===== src/rtl/pipe_hazard_ctrl.sv =====
// Pipeline hazard controller: load-use detection, global stall gating, exception
// capture across long stalls, and saturating stall performance counters.
module pipe_hazard_ctrl #(
    parameter int unsigned NUM_SLOTS     = 2,
    parameter int unsigned REG_AW        = 5,
    parameter int unsigned CNT_W         = 32,
    parameter int unsigned FIFO_DECOUPLE = 1
) (
    input  logic                        clk,
    input  logic                        resetn,
    input  logic                        i_stall,
    input  logic                        d_stall,
    input  logic                        div_stall,
    input  logic [NUM_SLOTS-1:0]        D_valid,
    input  logic [NUM_SLOTS*REG_AW-1:0] D_rs,
    input  logic [NUM_SLOTS*REG_AW-1:0] D_rt,
    input  logic [NUM_SLOTS-1:0]        E_memtoReg,
    input  logic [NUM_SLOTS-1:0]        M_memtoReg,
    input  logic [NUM_SLOTS*REG_AW-1:0] E_waddr,
    input  logic [NUM_SLOTS*REG_AW-1:0] M_waddr,
    input  logic                        E_branch_taken,
    input  logic                        M_except,
    input  logic                        cnt_clr,
    output logic                        longest_stall,
    output logic [4:0]                  stage_ena,
    output logic [4:0]                  stage_flush,
    output logic                        exc_fire,
    output logic                        exc_pending,
    output logic [CNT_W-1:0]            lw_stall_cnt,
    output logic [CNT_W-1:0]            long_stall_cnt
);

    typedef enum logic {
        RUN  = 1'b0,
        HOLD = 1'b1
    } state_t;

    state_t state;

    logic lwstall;
    logic de_ena;
    logic f_ena;
    logic de_flush;
    logic fifo_pass;

    // A hit needs a nonzero load destination; equality then implies a nonzero source.
    always_comb begin
        lwstall = 1'b0;
        for (int unsigned i = 0; i < NUM_SLOTS; i++) begin
            for (int unsigned j = 0; j < NUM_SLOTS; j++) begin
                if (D_valid[i]) begin
                    if (E_memtoReg[j] && (E_waddr[j*REG_AW +: REG_AW] != '0) &&
                        ((D_rs[i*REG_AW +: REG_AW] == E_waddr[j*REG_AW +: REG_AW]) ||
                         (D_rt[i*REG_AW +: REG_AW] == E_waddr[j*REG_AW +: REG_AW]))) begin
                        lwstall = 1'b1;
                    end
                    if (M_memtoReg[j] && (M_waddr[j*REG_AW +: REG_AW] != '0) &&
                        ((D_rs[i*REG_AW +: REG_AW] == M_waddr[j*REG_AW +: REG_AW]) ||
                         (D_rt[i*REG_AW +: REG_AW] == M_waddr[j*REG_AW +: REG_AW]))) begin
                        lwstall = 1'b1;
                    end
                end
            end
        end
    end

    assign longest_stall = i_stall | d_stall | div_stall;

    always_ff @(posedge clk or negedge resetn) begin
        if (!resetn) begin
            state <= RUN;
        end else begin
            case (state)
                RUN:     if (M_except && longest_stall) state <= HOLD;
                HOLD:    if (!longest_stall) state <= RUN;
                default: state <= RUN;
            endcase
        end
    end

    assign exc_pending = (state == HOLD);
    assign exc_fire    = ~longest_stall & (((state == RUN) & M_except) | (state == HOLD));

    // Fetch may keep filling its queue while only the data side is stalled.
    assign fifo_pass = (FIFO_DECOUPLE != 0) & d_stall & ~i_stall & ~div_stall & ~lwstall;
    assign de_ena    = ~(lwstall | longest_stall);
    assign f_ena     = de_ena | fifo_pass;
    assign stage_ena = {~longest_stall, ~longest_stall, ~longest_stall, de_ena, f_ena};

    assign de_flush    = exc_fire | (E_branch_taken & ~longest_stall & ~exc_pending);
    assign stage_flush = {1'b0, exc_fire, de_flush, de_flush, 1'b0};

    always_ff @(posedge clk or negedge resetn) begin
        if (!resetn) begin
            lw_stall_cnt <= '0;
        end else if (cnt_clr) begin
            lw_stall_cnt <= '0;
        end else if (lwstall && !longest_stall && (lw_stall_cnt != '1)) begin
            lw_stall_cnt <= lw_stall_cnt + 1'b1;
        end
    end

    always_ff @(posedge clk or negedge resetn) begin
        if (!resetn) begin
            long_stall_cnt <= '0;
        end else if (cnt_clr) begin
            long_stall_cnt <= '0;
        end else if (longest_stall && (long_stall_cnt != '1)) begin
            long_stall_cnt <= long_stall_cnt + 1'b1;
        end
    end

endmodule


===== config.mk =====
export PLATFORM = sky130hd
export DESIGN_NAME = pipe_hazard_ctrl
export DESIGN_NICKNAME = d
export VERILOG_FILES = /design/src/rtl/pipe_hazard_ctrl.sv
export SDC_FILE = /design/constraint.sdc
export NUM_CORES = 1
export LEC_CHECK = 0
export ABC_AREA = 1
export ABC_CLOCK_PERIOD_IN_PS = 2100
export CORE_ASPECT_RATIO = 0.8
export CORE_UTILIZATION = 35
export DETAILED_ROUTE_END_ITERATION = 16
export PLACE_DENSITY = 0.69
export SYNTH_ARGS = -nofsm -noshare
export SYNTH_HDL_FRONTEND = slang
export SYNTH_SLANG_ARGS = --single-unit

===== constraint.sdc =====
create_clock -name clk -period 2.1 [get_ports clk]
set_clock_uncertainty 0.2 [all_clocks]
set_input_delay 0.315 -clock clk [delete_from_list [all_inputs] [get_ports clk]]
set_output_delay 0.315 -clock clk [all_outputs]
set_load 0.005 [all_outputs]

# Yosys cells after proc, flatten, opt, wreduce, memory -nomap -nowiden
# Index checks and enable logic that the tools add are counted.
dict set report word_totals {
  ff_bits 65
  inputBits 54
  output_inout_bits 77
}
dict set report classes {
  add_sub_neg 2
  n_eq_ne 18
  mux 19
  bitwise 19
  reduce_logical 31
}
# cell count
set op_table {}
lappend op_table {{32-bit two-way mux} 4}
lappend op_table {{5-bit equality test} 16}
lappend op_table {{32-bit by 1-bit adder with 32-bit output, second input constant} 2}
lappend op_table {{32-bit != test, second input constant} 2}
lappend op_table {{5-bit nonzero test} 4}
lappend op_table {{1-bit logical AND} 16}
lappend op_table {{1-bit two-way mux} 14}
lappend op_table {{1-bit logical OR} 8}
lappend op_table {{1-bit AND} 7}
lappend op_table {{1-bit NOT} 6}
lappend op_table {{1-bit bitwise OR} 6}
lappend op_table {{2-bit nonzero test} 2}
lappend op_table {{1-bit one-hot mux with 2 select lines} 1}
lappend op_table {{1-bit logical NOT} 1}

# Depth between registers and ports, before layout
dict set report depth {
  ltp_word 19
  depth_mapped 15
  mapped_depth_nobuf 13
}

# Worst setup path before layout
# No wires, ideal clock.
dict set report synth_path {
  path_kind {input to output}
  startpoint {input port E_waddr[5]}
  endpoint {output port stage_ena[0]}
  t_arrival_ns 1.606
  required_time_ns 1.585
  slack_ns -0.021
  stages 11
  path_buffers 3
  cell_sequence {buf_4 -> or2_1 -> o21ai_1 -> inv_1 -> nand2_1 -> nand2_1 -> o21ai_2 -> nand2_4 -> buf_4 -> nor3_1 -> buf_4}
}
dict set report synth_via {
  elab_chain_len 15
}
# item line
set synth_lines {}
lappend synth_lines {{start: declaration} 19} ;# input logic [NUM_SLOTS*REG_AW-1:0] E_waddr,
lappend synth_lines {{5-bit equality test (tied with other cells)} 53} ;# ((D_rs[i*REG_AW +: REG_AW] == E_waddr[j*REG_AW +: REG_AW]) ||
lappend synth_lines {{1-bit logical OR or 1-bit logical AND (tied branches)} {53, 52}}
lappend synth_lines {{1-bit logical AND} 52} ;# if (E_memtoReg[j] && (E_waddr[j*REG_AW +: REG_AW] != '0) &&
lappend synth_lines {{1-bit two-way mux} 52}
lappend synth_lines {{1-bit two-way mux} 57} ;# if (M_memtoReg[j] && (M_waddr[j*REG_AW +: REG_AW] != '0) &&
lappend synth_lines {{1-bit two-way mux} 51} ;# if (D_valid[i]) begin
lappend synth_lines {{1-bit two-way mux} 52}
lappend synth_lines {{1-bit two-way mux} 57}
lappend synth_lines {{1-bit two-way mux} 51}
lappend synth_lines {{1-bit two-way mux} 52}
lappend synth_lines {{1-bit two-way mux} 57}
lappend synth_lines {{1-bit two-way mux (*)} 51}
lappend synth_lines {{1-bit bitwise OR or 1-bit NOT (tied branches)} {86, 85}}
lappend synth_lines {{1-bit NOT or 1-bit AND (tied branches)} {86, 85}}
lappend synth_lines {{1-bit bitwise OR (*)} 87} ;# assign f_ena = de_ena | fifo_pass;
lappend synth_lines {{end: declaration} 25} ;# output logic [4:0] stage_ena,
# Every way passes the cells marked *; elsewhere a longest branch is shown, timed or not.

# Final worst setup path
dict set report layout_path {
  startpoint {input port D_rs[8]}
  endpoint {output port stage_ena[0]}
}
dict set report layout_via {
  elab_chain_len 12
}
# item line
set layout_lines {}
lappend layout_lines {{start: declaration} 15} ;# input logic [NUM_SLOTS*REG_AW-1:0] D_rs,
lappend layout_lines {{5-bit equality test} 53}
lappend layout_lines {{1-bit logical OR} 53}
lappend layout_lines {{1-bit logical AND} 52}
lappend layout_lines {{1-bit two-way mux} 52}
lappend layout_lines {{1-bit two-way mux} 57}
lappend layout_lines {{1-bit two-way mux} 51}
lappend layout_lines {{1-bit two-way mux} 52}
lappend layout_lines {{1-bit two-way mux} 57}
lappend layout_lines {{1-bit two-way mux (*)} 51}
lappend layout_lines {{1-bit bitwise OR or 1-bit NOT (tied branches)} {86, 85}}
lappend layout_lines {{1-bit NOT or 1-bit AND (tied branches)} {86, 85}}
lappend layout_lines {{1-bit bitwise OR (*)} 87}
# Marks and branches as above.

==> results_dict.tcl <==
set metrics [dict create \
    fin_crit_sh 1.00 \
    power_frac_comb 0.207 \
    seq_area_frac_synth 0.286 \
    cap_violations 0 \
    pwr-share-seq 0.381 \
    final_cell_mix "nand2_1, buf_4, inv_1" \
    worstHoldPathType "primary input to async pin" \
    grt_overflow 0 \
    grt_pass1_wl_um 28900 \
    grt_pass1_vias 5637 \
    dp_hpwl_um 14000 \
    cts_buffers 9 \
    async_flop_share 1.00 \
    cts_tree "built" \
    dr_total_vias 6567 \
    nFillCells 1536 \
    crit_required_ns 1.58 \
    critPathMaxStageDelay_ns 0.18 \
    violations "negative setup slack" \
    timing.final.ws_setup_ns -0.00807 \
    cp_cell_sequence "buf_2 -> inv_2 -> nand2_1 -> nand2_2 -> nor2_2 -> nand3_1 -> nand2_1 -> nand2_1 -> nand2_1 -> o21ai_2 -> nand2_4 -> buf_6 -> nor3_4 -> buf_2" \
    final_antenna_net_count 0 \
    cts.htree.levels 3 \
    drc_errors 0 \
    ys_warn_count 0 \
    syn_to_final_growth_pct 49.2 \
    crit_fanout 5 \
    layout_min_cycle_time_ns 2.11 \
    clk_latency_ns 0.34 \
    antennaDiodeCount 0 \
    hold_viol 0 \
    arrival_ns 1.59 \
    die-area_mm2 0.0168 \
    synth_edf_count 0 \
    finalNetCount 1160 \
    drv_slew 0 \
    criticalPathCategory "primary input to output port" \
    via_per_inst 4.96 \
    ys_types 39 \
    timing.critical_path.from_type "primary input" \
    ioPinCount 131 \
    die_h_um 116 \
    p_sw_frac 0.287 \
    internal_power_mw 2.37 \
    powerDensity_mw_per_mm2 391 \
    rsz0062_at_grt "true" \
    cts_root_buf "clkbuf_16" \
    dr.pass1.iters 5 \
    layout_commonest_cell "nand2_1" \
    gr-usage-all-layers 0.219 \
    synth_area_mm2 0.00570 \
    ys_seq_elements 65 \
    setup_violations 1 \
    crit_path_frequent_cell "nand2_1" \
    drive_gt1_frac 0.258 \
    design_area_mm2 0.00850 \
    core-area_mm2 0.0159 \
    fin_hold_ws_ns 0.270 \
    worst_setup_path_end_kind "output port" \
    tns_ns -0.00807 \
    switchingPower_uw 953 \
    ir_drop_v 0.000376 \
    crit_slowest_cell "o21ai_2" \
    avgSynthCellArea_um2 6.35 \
    clock_power_share 0.412 \
    clockBufferDepth 2 \
    status "complete, but fails checks" \
    leakagePower_nw 4.21 \
    post_dp_cell_area_mm2 0.00773 \
    die_w_um 145 \
    synth_ff_type "dfrtp_1" \
    drtIter0Drc 464 \
    routed_wl_um 18800 \
    cts.reportedPaths.clkPinSlew_ns 0.05 \
    wl_per_cell_um 14.2 \
    max_freq_mhz 474 \
    gp_congestion 0.944 \
    clock-sinks 65 \
    synth_cells 897 \
    placement_rows 41 \
    grt_max_degree 74 \
    antenna_found_initial 0 \
    port_buffers 128 \
    initial_core_util 0.359 \
]
cell type report:
| cell class | count | area, um^2 | share of cell area |
|---|---|---|---|
| Timing Repair Buffer | 236 | 2110 | 0.248 |
| Inverter | 123 | 487 | 0.0573 |
| Clock buffer | 11 | 243 | 0.0286 |
| Tap cell | 215 | 269 | 0.0317 |
| Sequential cell | 65 | 1640 | 0.192 |
| Clock inverter | 4 | 20.0 | 0.00236 |
| Multi-Input combinational cell | 669 | 3740 | 0.440 |
registers in the layout, summed over array words and instances (netlist names):
signal and cells:
exc_pending 1, long_stall_cnt 32, lw_stall_cnt 32
synthesized netlist by cell type, types with 3 or more instances:
| cell | n | area [um^2] |
|---|---|---|
| nand3_1 | 65 | 325 |
| o21ai_0 | 17 | 85.1 |
| nor2_1 | 90 | 338 |
| nand4_1 | 53 | 332 |
| xor2_1 | 40 | 350 |
| buf_2 | 14 | 70.1 |
| xnor2_1 | 32 | 280 |
| a21oi_1 | 17 | 85.1 |
| clkbuf_1 | 5 | 18.8 |
| nor3_2 | 4 | 40.0 |
| buf_4 | 11 | 82.6 |
| nor3_1 | 38 | 190 |
| nor4_1 | 7 | 43.8 |
| nand2_1 | 274 | 1030 |
| o31ai_1 | 5 | 37.5 |
| clkbuf_2 | 3 | 15.0 |
| buf_1 | 3 | 11.3 |
| inv_1 | 121 | 454 |
| dfrtp_1 | 65 | 1630 |
| buf_6 | 4 | 45.0 |
| o21ai_2 | 3 | 26.3 |
layer usage:
metal / share of wire / track usage / wire length (um) / up-vias
li1: - / - / - / 3284
met2: 0.45 / 0.335 / 8450 / 228
met3: 0.060 / 0.0262 / 1120 / 14
met4: 0.011 / 0.0582 / 203 / 0
met5: 0 / 0 / 0 / -
met1: 0.48 / 0.324 / 9000 / 3041
logic make-up (layout without fill, tap and decap cells):
group	Yosys count	in the layout	synth area share
AO/OA/AOI/OAI	49	49	0.0492
XOR/XNOR	72	72	0.111
adder cells (fa/ha/maj)	2	2	0.00439
buffers and inverters	164	374	0.125
flip-flops	65	65	0.286
other	1	2	0.000658
AND/OR/NAND/NOR	544	544	0.424
final timing paths:
path	start	slack (ns)	endpoint	depth (start not counted)
max	D_rs[8]	-0.008	stage_ena[0]	14
min	resetn	0.27	long_stall_cnt[22]	2
max reg2reg	long_stall_cnt[2]	0.03	long_stall_cnt[19]	7
min reg2reg	long_stall_cnt[21]	0.36	long_stall_cnt[21]	1
max in group asynchronous	resetn	0.81	lw_stall_cnt[20]	3
min in group clk	long_stall_cnt[21]	0.36	long_stall_cnt[21]	1
repair_timing:
item / in CTS / in global routing
pin swaps: 19 / 57
gates resized for setup: 229 / 156
hold endpoints to repair: 17 / 0
hold buffers: 1 / 0
buffers inserted: 3 / 10
cloned: 0 / 3
setup endpoints to repair: 49 / 69
worst max-delay path, delay by kind of cell:
kind / cells / cell delay (ns)
AND/OR/NAND/NOR: 9 / 0.60
buffers and inverters: 4 / 0.50
AO/OA/AOI/OAI: 1 / 0.18
through the flow:
| step | instances | utilization | power, mW | setup slack, ns |
|---|---|---|---|---|
| global placement | 1292 | 0.487 | 1.91 | -0.832 |
| detailed placement | 1292 | 0.487 | 1.92 | -0.822 |
| CTS | 1311 | 0.496 | 3.27 | -0.00886 |
| global route | 1323 | 0.536 | 3.45 | -0.145 |
| floorplan | 898 | - | 1.61 | 0.0227 |
| finish | 1323 | 0.536 | 3.32 | -0.00807 |
power groups by stage:
stage,combinational [mW],clock [mW],sequential [mW]
finish,0.687,1.37,1.27
floorplan,0.325,0,1.29
global placement,0.627,0,1.29
detailed placement,0.633,0,1.29
global route,0.753,1.43,1.27
CTS,0.622,1.38,1.27
Power figures use the tool's default switching activity.
